`src/rtl/rr_mux_pkg.sv`:
```
// Shared source encodings and default width for the round-robin mux arbiter.
package rr_mux_pkg;

   localparam int unsigned DATA_W_DEFAULT = 8;

   typedef logic src_t;

   localparam src_t SRC_A = 1'b0;
   localparam src_t SRC_B = 1'b1;

endpackage

```
`src/rtl/rr_mux_arbiter_mux2.sv`:
```
// Plain combinational 2:1 word mux (the day1 mux); sel_i=0 picks a_i.
module rr_mux_arbiter_mux2
#(
   parameter int unsigned WIDTH = 8
) (
   input  logic [WIDTH-1:0] a_i,
   input  logic [WIDTH-1:0] b_i,
   input  logic             sel_i,
   output logic [WIDTH-1:0] y_o
);

   assign y_o = sel_i ? b_i : a_i;

endmodule

```
`src/rtl/rr_mux_arbiter.sv`:
```
// Two-stream valid/ready merger: one-entry holding register per input, round-robin
// grant into a registered output stage. Define RR_MUX_ARBITER_FIXED_PRIO_EN for A-first priority.
module rr_mux_arbiter
   import rr_mux_pkg::*;
#(
   parameter int unsigned DATA_W = DATA_W_DEFAULT
) (
   input  logic              clk,
   input  logic              reset_n,
   input  logic              a_valid_i,
   input  logic [DATA_W-1:0] a_data_i,
   output logic              a_ready_o,
   input  logic              b_valid_i,
   input  logic [DATA_W-1:0] b_data_i,
   output logic              b_ready_o,
   output logic              y_valid_o,
   output logic [DATA_W-1:0] y_data_o,
   input  logic              y_ready_i,
   output logic              sel_o
);

   logic              a_full;
   logic              b_full;
   logic [DATA_W-1:0] a_data_q;
   logic [DATA_W-1:0] b_data_q;
   logic [DATA_W-1:0] mux_y;
   logic              out_free;
   logic              grant_vld;
   logic              grant_a;
   logic              grant_b;
   src_t              grant_src;
`ifndef RR_MUX_ARBITER_FIXED_PRIO_EN
   src_t              rr_ptr;
`endif

   // Grant selection: a lone full register wins; a tie goes to the pointer (or A).
   always_comb begin
      out_free  = !y_valid_o || y_ready_i;
      grant_src = SRC_A;
      if (a_full && b_full) begin
`ifdef RR_MUX_ARBITER_FIXED_PRIO_EN
         grant_src = SRC_A;
`else
         grant_src = rr_ptr;
`endif
      end else if (b_full) begin
         grant_src = SRC_B;
      end
      grant_vld = out_free && (a_full || b_full);
      grant_a   = grant_vld && (grant_src == SRC_A);
      grant_b   = grant_vld && (grant_src == SRC_B);
   end

   // A register being drained this cycle can refill in the same cycle.
   assign a_ready_o = !a_full || grant_a;
   assign b_ready_o = !b_full || grant_b;

   rr_mux_arbiter_mux2 #(
      .WIDTH (DATA_W)
   ) u_mux (
      .a_i   (a_data_q),
      .b_i   (b_data_q),
      .sel_i (grant_src),
      .y_o   (mux_y)
   );

   always_ff @(posedge clk) begin
      if (!reset_n) begin
         a_full   <= 1'b0;
         a_data_q <= '0;
      end else if (a_valid_i && a_ready_o) begin
         a_full   <= 1'b1;
         a_data_q <= a_data_i;
      end else if (grant_a) begin
         a_full   <= 1'b0;
      end
   end

   always_ff @(posedge clk) begin
      if (!reset_n) begin
         b_full   <= 1'b0;
         b_data_q <= '0;
      end else if (b_valid_i && b_ready_o) begin
         b_full   <= 1'b1;
         b_data_q <= b_data_i;
      end else if (grant_b) begin
         b_full   <= 1'b0;
      end
   end

   // Output stage: load on grant, otherwise clear valid once the word is taken.
   always_ff @(posedge clk) begin
      if (!reset_n) begin
         y_valid_o <= 1'b0;
         y_data_o  <= '0;
         sel_o     <= SRC_A;
      end else if (grant_vld) begin
         y_valid_o <= 1'b1;
         y_data_o  <= mux_y;
         sel_o     <= grant_src;
      end else if (y_ready_i) begin
         y_valid_o <= 1'b0;
      end
   end

`ifndef RR_MUX_ARBITER_FIXED_PRIO_EN
   always_ff @(posedge clk) begin
      if (!reset_n) begin
         rr_ptr <= SRC_A;
      end else if (grant_vld) begin
         rr_ptr <= src_t'(~grant_src);
      end
   end
`endif

endmodule

```
`config.mk`:
```
export PLATFORM = sky130hd
export DESIGN_NAME = rr_mux_arbiter
export DESIGN_NICKNAME = d
export VERILOG_FILES = /design/src/rtl/rr_mux_pkg.sv /design/src/rtl/rr_mux_arbiter_mux2.sv /design/src/rtl/rr_mux_arbiter.sv
export SDC_FILE = /design/constraint.sdc
export NUM_CORES = 1
export LEC_CHECK = 0
export BUFFER_PORTS_ARGS = -buffer_cell sky130_fd_sc_hd__buf_2
export CAP_MARGIN = 20
export CORE_ASPECT_RATIO = 0.7
export CORE_UTILIZATION = 40
export DETAILED_ROUTE_END_ITERATION = 6
export HOLD_SLACK_MARGIN = 0.06
export PLACE_DENSITY = 0.63
export SLEW_MARGIN = 20
export SYNTH_ARGS = -nofsm -noshare
export SYNTH_HDL_FRONTEND = slang
export SYNTH_SLANG_ARGS = --single-unit
```
`constraint.sdc`:
```
create_clock -name clk -period 3.2 [get_ports clk]
set_input_delay 0.64 -clock clk [delete_from_list [all_inputs] [get_ports clk]]
set_output_delay 0.64 -clock clk [all_outputs]
set_load 0.02 [all_outputs]
```
==> Word-level counts from Yosys, hierarchy flattened <==
Index checks and enable logic that the tools add are counted.
{ "word_totals": {"regBits": 29, "latchBits": 0, "ram_bits": 0, "rom_bits": 0, "inputBits": 21, "out_inout_bits": 12, "elab_cells": 34, "n_memories": 0} }
{ "op_classes": {"addsub": 0, "mul": 0, "div": 0, "order_cmp": 0, "n_eq_ne": 0, "n_shift": 0, "n_mux": 9, "bitwise": 1, "reduce_logical": 16} }
{ "ops": {"columns": ["operator", "n"], "rows": [
  ["1-bit two-way mux", 8],
  ["8-bit two-way mux", 1],
  ["1-bit logical AND", 6],
  ["2-bit nonzero test", 3],
  ["1-bit logical OR", 4],
  ["1-bit logical NOT", 3],
  ["1-bit NOT", 1]
]} }

==> Logic depth before layout (Yosys ltp) <==
{ "depth": {"ltp_word": 7, "ltp_mapped": 6, "depth_no_buf": 4} }

==> Modules after synthesis <==
From an unflattened synthesis, not the netlist that was laid out.
{ "hier_totals": {"hier_cells": 205, "hier_area_um2": 1740.4} }
{ "modules_own_cells": {"columns": ["module", "n_inst", "cells_each", "area_per_inst_um2"], "rows": [
  ["rr_mux_arbiter", 1, 196, 1609.0],
  ["rr_mux_arbiter_mux2", 1, 9, 131.4]
]} }

==> Worst setup path after synthesis <==
No wires, ideal clock.
{ "synth_path": {"path_type": "input -> output", "startpoint": "input y_ready_i", "endpoint": "output b_ready_o", "arrival_ps": 1054, "path_slack_ps": 1506, "path_stages": 3, "cell_sequence": "nand2b_4 > nand3_1 > nand2_1"} }
{ "synth_between": {"elab_chain_len": 4} }
{ "synth_lines": {"columns": ["item", "line", "rtl"], "rows": [
  ["start, declared", "rr_mux_arbiter.sv:18", "input logic y_ready_i,"],
  ["1-bit logical OR", "rr_mux_arbiter.sv:38", "out_free = !y_valid_o || y_ready_i;"],
  ["1-bit logical AND", "rr_mux_arbiter.sv:49", "grant_vld = out_free && (a_full || b_full);"],
  ["1-bit logical AND", "rr_mux_arbiter.sv:51", "grant_b = grant_vld && (grant_src == SRC_B);"],
  ["1-bit logical OR", "rr_mux_arbiter.sv:56", "assign b_ready_o = !b_full || grant_b;"],
  ["end, declared", "rr_mux_arbiter.sv:15", "output logic b_ready_o,"]
]} }
No other way between the ends.

==> Final worst setup path <==
{ "layout_path": {"startpoint": "input y_ready_i", "endpoint": "output a_ready_o"} }
{ "layout_between": {"elab_chain_len": 4} }
{ "layout_lines": {"columns": ["item", "line", "rtl"], "rows": [
  ["1-bit logical OR", "rr_mux_arbiter.sv:38", null],
  ["1-bit logical AND", "rr_mux_arbiter.sv:49", null],
  ["1-bit logical AND", "rr_mux_arbiter.sv:50", "grant_a = grant_vld && (grant_src == SRC_A);"],
  ["1-bit logical OR", "rr_mux_arbiter.sv:55", "assign a_ready_o = !a_full || grant_a;"],
  ["end, declared", "rr_mux_arbiter.sv:12", "output logic a_ready_o,"]
]} }
No other way between the ends.

==> out/results.txt <==
synth warn: 0
DRT Wirelength: 2464 um
Syn Nets: 153
Max Slew Vio Count: 0
Multi-input gate area: 570.5 um2
Main synth FF type: dfxtp_1
worst relative slew slack: 0.3927
slew of the pin with the lowest slew margin: 0.9090 ns
Pleak: 0.6382 nW
Area contributors post-synth: dfxtp_1 (47%), mux2i_1 (13%), nand2_1 (12%)
fin crit share: 0.5910
Unique masters post-synth: 21
EDFF count, synth: 0
Setup Buffers After CTS: 0
cell area after layout: 1450 um2
R2R cell count: 3
CP endpoint kind: primary output
CP max stage delay: 0.16 ns
run status: finished, final reports clean
# Max-Cap Violations: 0
FP Rows: 16
largest net degree at the start of global routing: 46
Pwr Density: 549.2 nW/um2
Crit Path Category: in -> out
clock period minus worst slack: 1.891 ns
Root Driver: clkbuf_8
CP Launch Point: y_ready_i
RSZ-0062 raised after global routing: no
fraction of layout cells with a size suffix above 1: 0.2778
Final #Nets: 182
setup slack after layout: 1.309 ns
vias in the first global route: 898
critical path, cell by cell: buf_2 > nand2b_4 > nand3_1 > nand2_1 > buf_2
chip width: 68.21 um
Seq/Total Area, Yosys: 0.4730
Initial Util: 0.4288
antenna fix cells: 0
initial antenna violation count: 0
dominant cell type by area after synthesis: dfxtp_1
Tot GR Track Use: 0.1655
Synth Area per Inst: 9.299 um2
Reg clk slew, reported paths: 0.07 ns
critical path's most frequent cell: buf_2
clock buffer depth: 2
Placed Area: 1364 um2
Peak VDD IR: 220.2 uV
count of final setup violators: 0
CP required: 2.56 ns
port bufs: 32
top-area cell type share of the netlist area: 0.4730
worst reg2reg endpoint: b_data_q[1]$_SDFFE_PN0P_
first-pass GRT wire length: 3919 um
top cells by count, synth: nand2_1 (40), dfxtp_1 (29), mux2i_1 (16), a21boi_0 (7), nor2b_1 (7)
Die H: 48.35 um
FMAX: 528.8 MHz
HP Start: a_data_q[0]$_SDFFE_PN0P_
setup TNS: 0 ns
GP Congestion: 0.7368
Cell Area, Synth: 1227 um2
number of CTS-inserted buffers: 5
worst min-delay path endpoint: a_data_q[0]$_SDFFE_PN0P_
Max FO, Critical Path: 8
Reg area: 580.6 um2
combinational share of power: 0.134
sw power: 0.2154 mW
CTS tree: done
post-CTS sizing: 0
Area growth syn-to-layout: 18.14%
Clk pwr share: 0.363
post-DP HPWL: 1609 um
flop2flop setup slack: 1.43 ns
number of fill cells in the layout: 292
synthesized flop and latch total: 29
internal power: 0.5810 mW
Ports: 33
Via-to-Cell Ratio: 4.843
Sequential Power Share: 0.503
CP Launch Type: primary input
hold path depth: 2
Residual DRC: 0
Clock H-tree levels: 2
1st-iter DRT viols: 55
die footprint: 3298 um2
Hold Vio Cnt, Final: 0
pre-CTS setup slack: 1.109 ns
hold crit path type: reg -> reg
GRT overflow: 0
top-count cell post-synth: nand2_1
critical path's slowest cell: nand2b_4
vias: 959
drt pass-1 iters: 4
Clk Latency, worst-skew pair: 0.28 ns
WL/cell: 12.44 um
core area: 2863 um2
RR Startpoint: b_full$_SDFFE_PN0P_
clk_skew: 0.006298 ns
total clock sinks: 29
number of nets with antenna violations after routing: 0
Synth Instances: 132
net switching share of the total power: 0.2704
async set-or-reset flop fraction in the synthesized netlist: 0
Worst EP arrival: 1.25 ns
# hold bufs at CTS: 0
==> worst max-delay path by stage <==
stage | cells past startpoint | endpoint | slack [ns]
floorplan | 3 | b_ready_o | 1.51
global placement | 5 | b_data_q[0]$_SDFFE_PN0P_ | 1.15
detailed placement | 5 | b_data_q[1]$_SDFFE_PN0P_ | 1.11
CTS | 5 | a_ready_o | 1.31
global route | 4 | a_ready_o | 1.21
finish | 5 | a_ready_o | 1.31
==> power groups by stage <==
stage,registers [mW],clock network [mW],logic (mW)
after floorplan,0.411,0,0.0780
after CTS,0.401,0.299,0.108
final,0.401,0.289,0.107
after detailed placement,0.408,0,0.107
after global placement,0.408,0,0.105
after global routing,0.404,0.320,0.117
==> layout make-up <==
cell class,instances,share of cell area
Clock inverter,3,0.01208
Timing Repair Buffer,33,0.1156
Multi-Input combinational cell,92,0.3934
Tap cell,36,0.03106
Sequential cell,29,0.4003
Clock buffer,5,0.04745
==> layer usage <==
metal  GRT usage  up-vias  share of wire
li1            -      504              -
met1      0.2085      424           0.51
met2      0.2418       23           0.42
met3     0.06368        8          0.056
met4     0.08333        0          0.022
met5           0        -              0
==> kinds of logic (layout without fill, tap and decap cells) <==
family / Yosys count / in the layout / share of synthesized area
flip-flops: 29 / 29 / 0.4730
buffers and inverters: 11 / 41 / 0.06217
multiplexers: 16 / 16 / 0.1305
AO/OA/AOI/OAI: 21 / 21 / 0.1284
AND/OR/NAND/NOR: 55 / 55 / 0.2059
==> flip-flops by register name, summed over array words and instances, names as in the netlist <==
| signal | count |
|---|---|
| a_full | 1 |
| b_full | 1 |
| y_data_o | 8 |
| sel_o | 1 |
| b_data_q | 8 |
| a_data_q | 8 |
| rr_ptr | 1 |
| y_valid_o | 1 |
==> cell usage in the layout (no fill, tap or decap), drive strengths merged <==
cell type and instances:
a22oi 4, buf 33, mux2i 16, clkinv 2
o21a 1, clkinvlp 1, nor2b 7, dfxtp 29
nand2b 2, nand2 40, and3 2, nand3 2
o21ai 1, clkbuf 5, a21boi 8, a21oi 3
nor2 2, a222oi 4
==> per-stage QoR <==
step | hold WS, ns | power (mW) | cells | utilization
detailed placement | 0.4492 | 0.5150 | 190 | 0.4764
global route | 0.4756 | 0.8411 | 198 | 0.5066
CTS | 0.4599 | 0.8071 | 198 | 0.5066
floorplan | 0.4343 | 0.4886 | 132 | -
global placement | 0.4423 | 0.5126 | 190 | 0.4764
finish | 0.4574 | 0.7964 | 198 | 0.5066
==> critical path: cells and delay by family <==
kind                   cells  cell delay, ns
buffers and inverters      2            0.25
and+or+nand+nor            3            0.35
(Power assumes the default switching activity.)
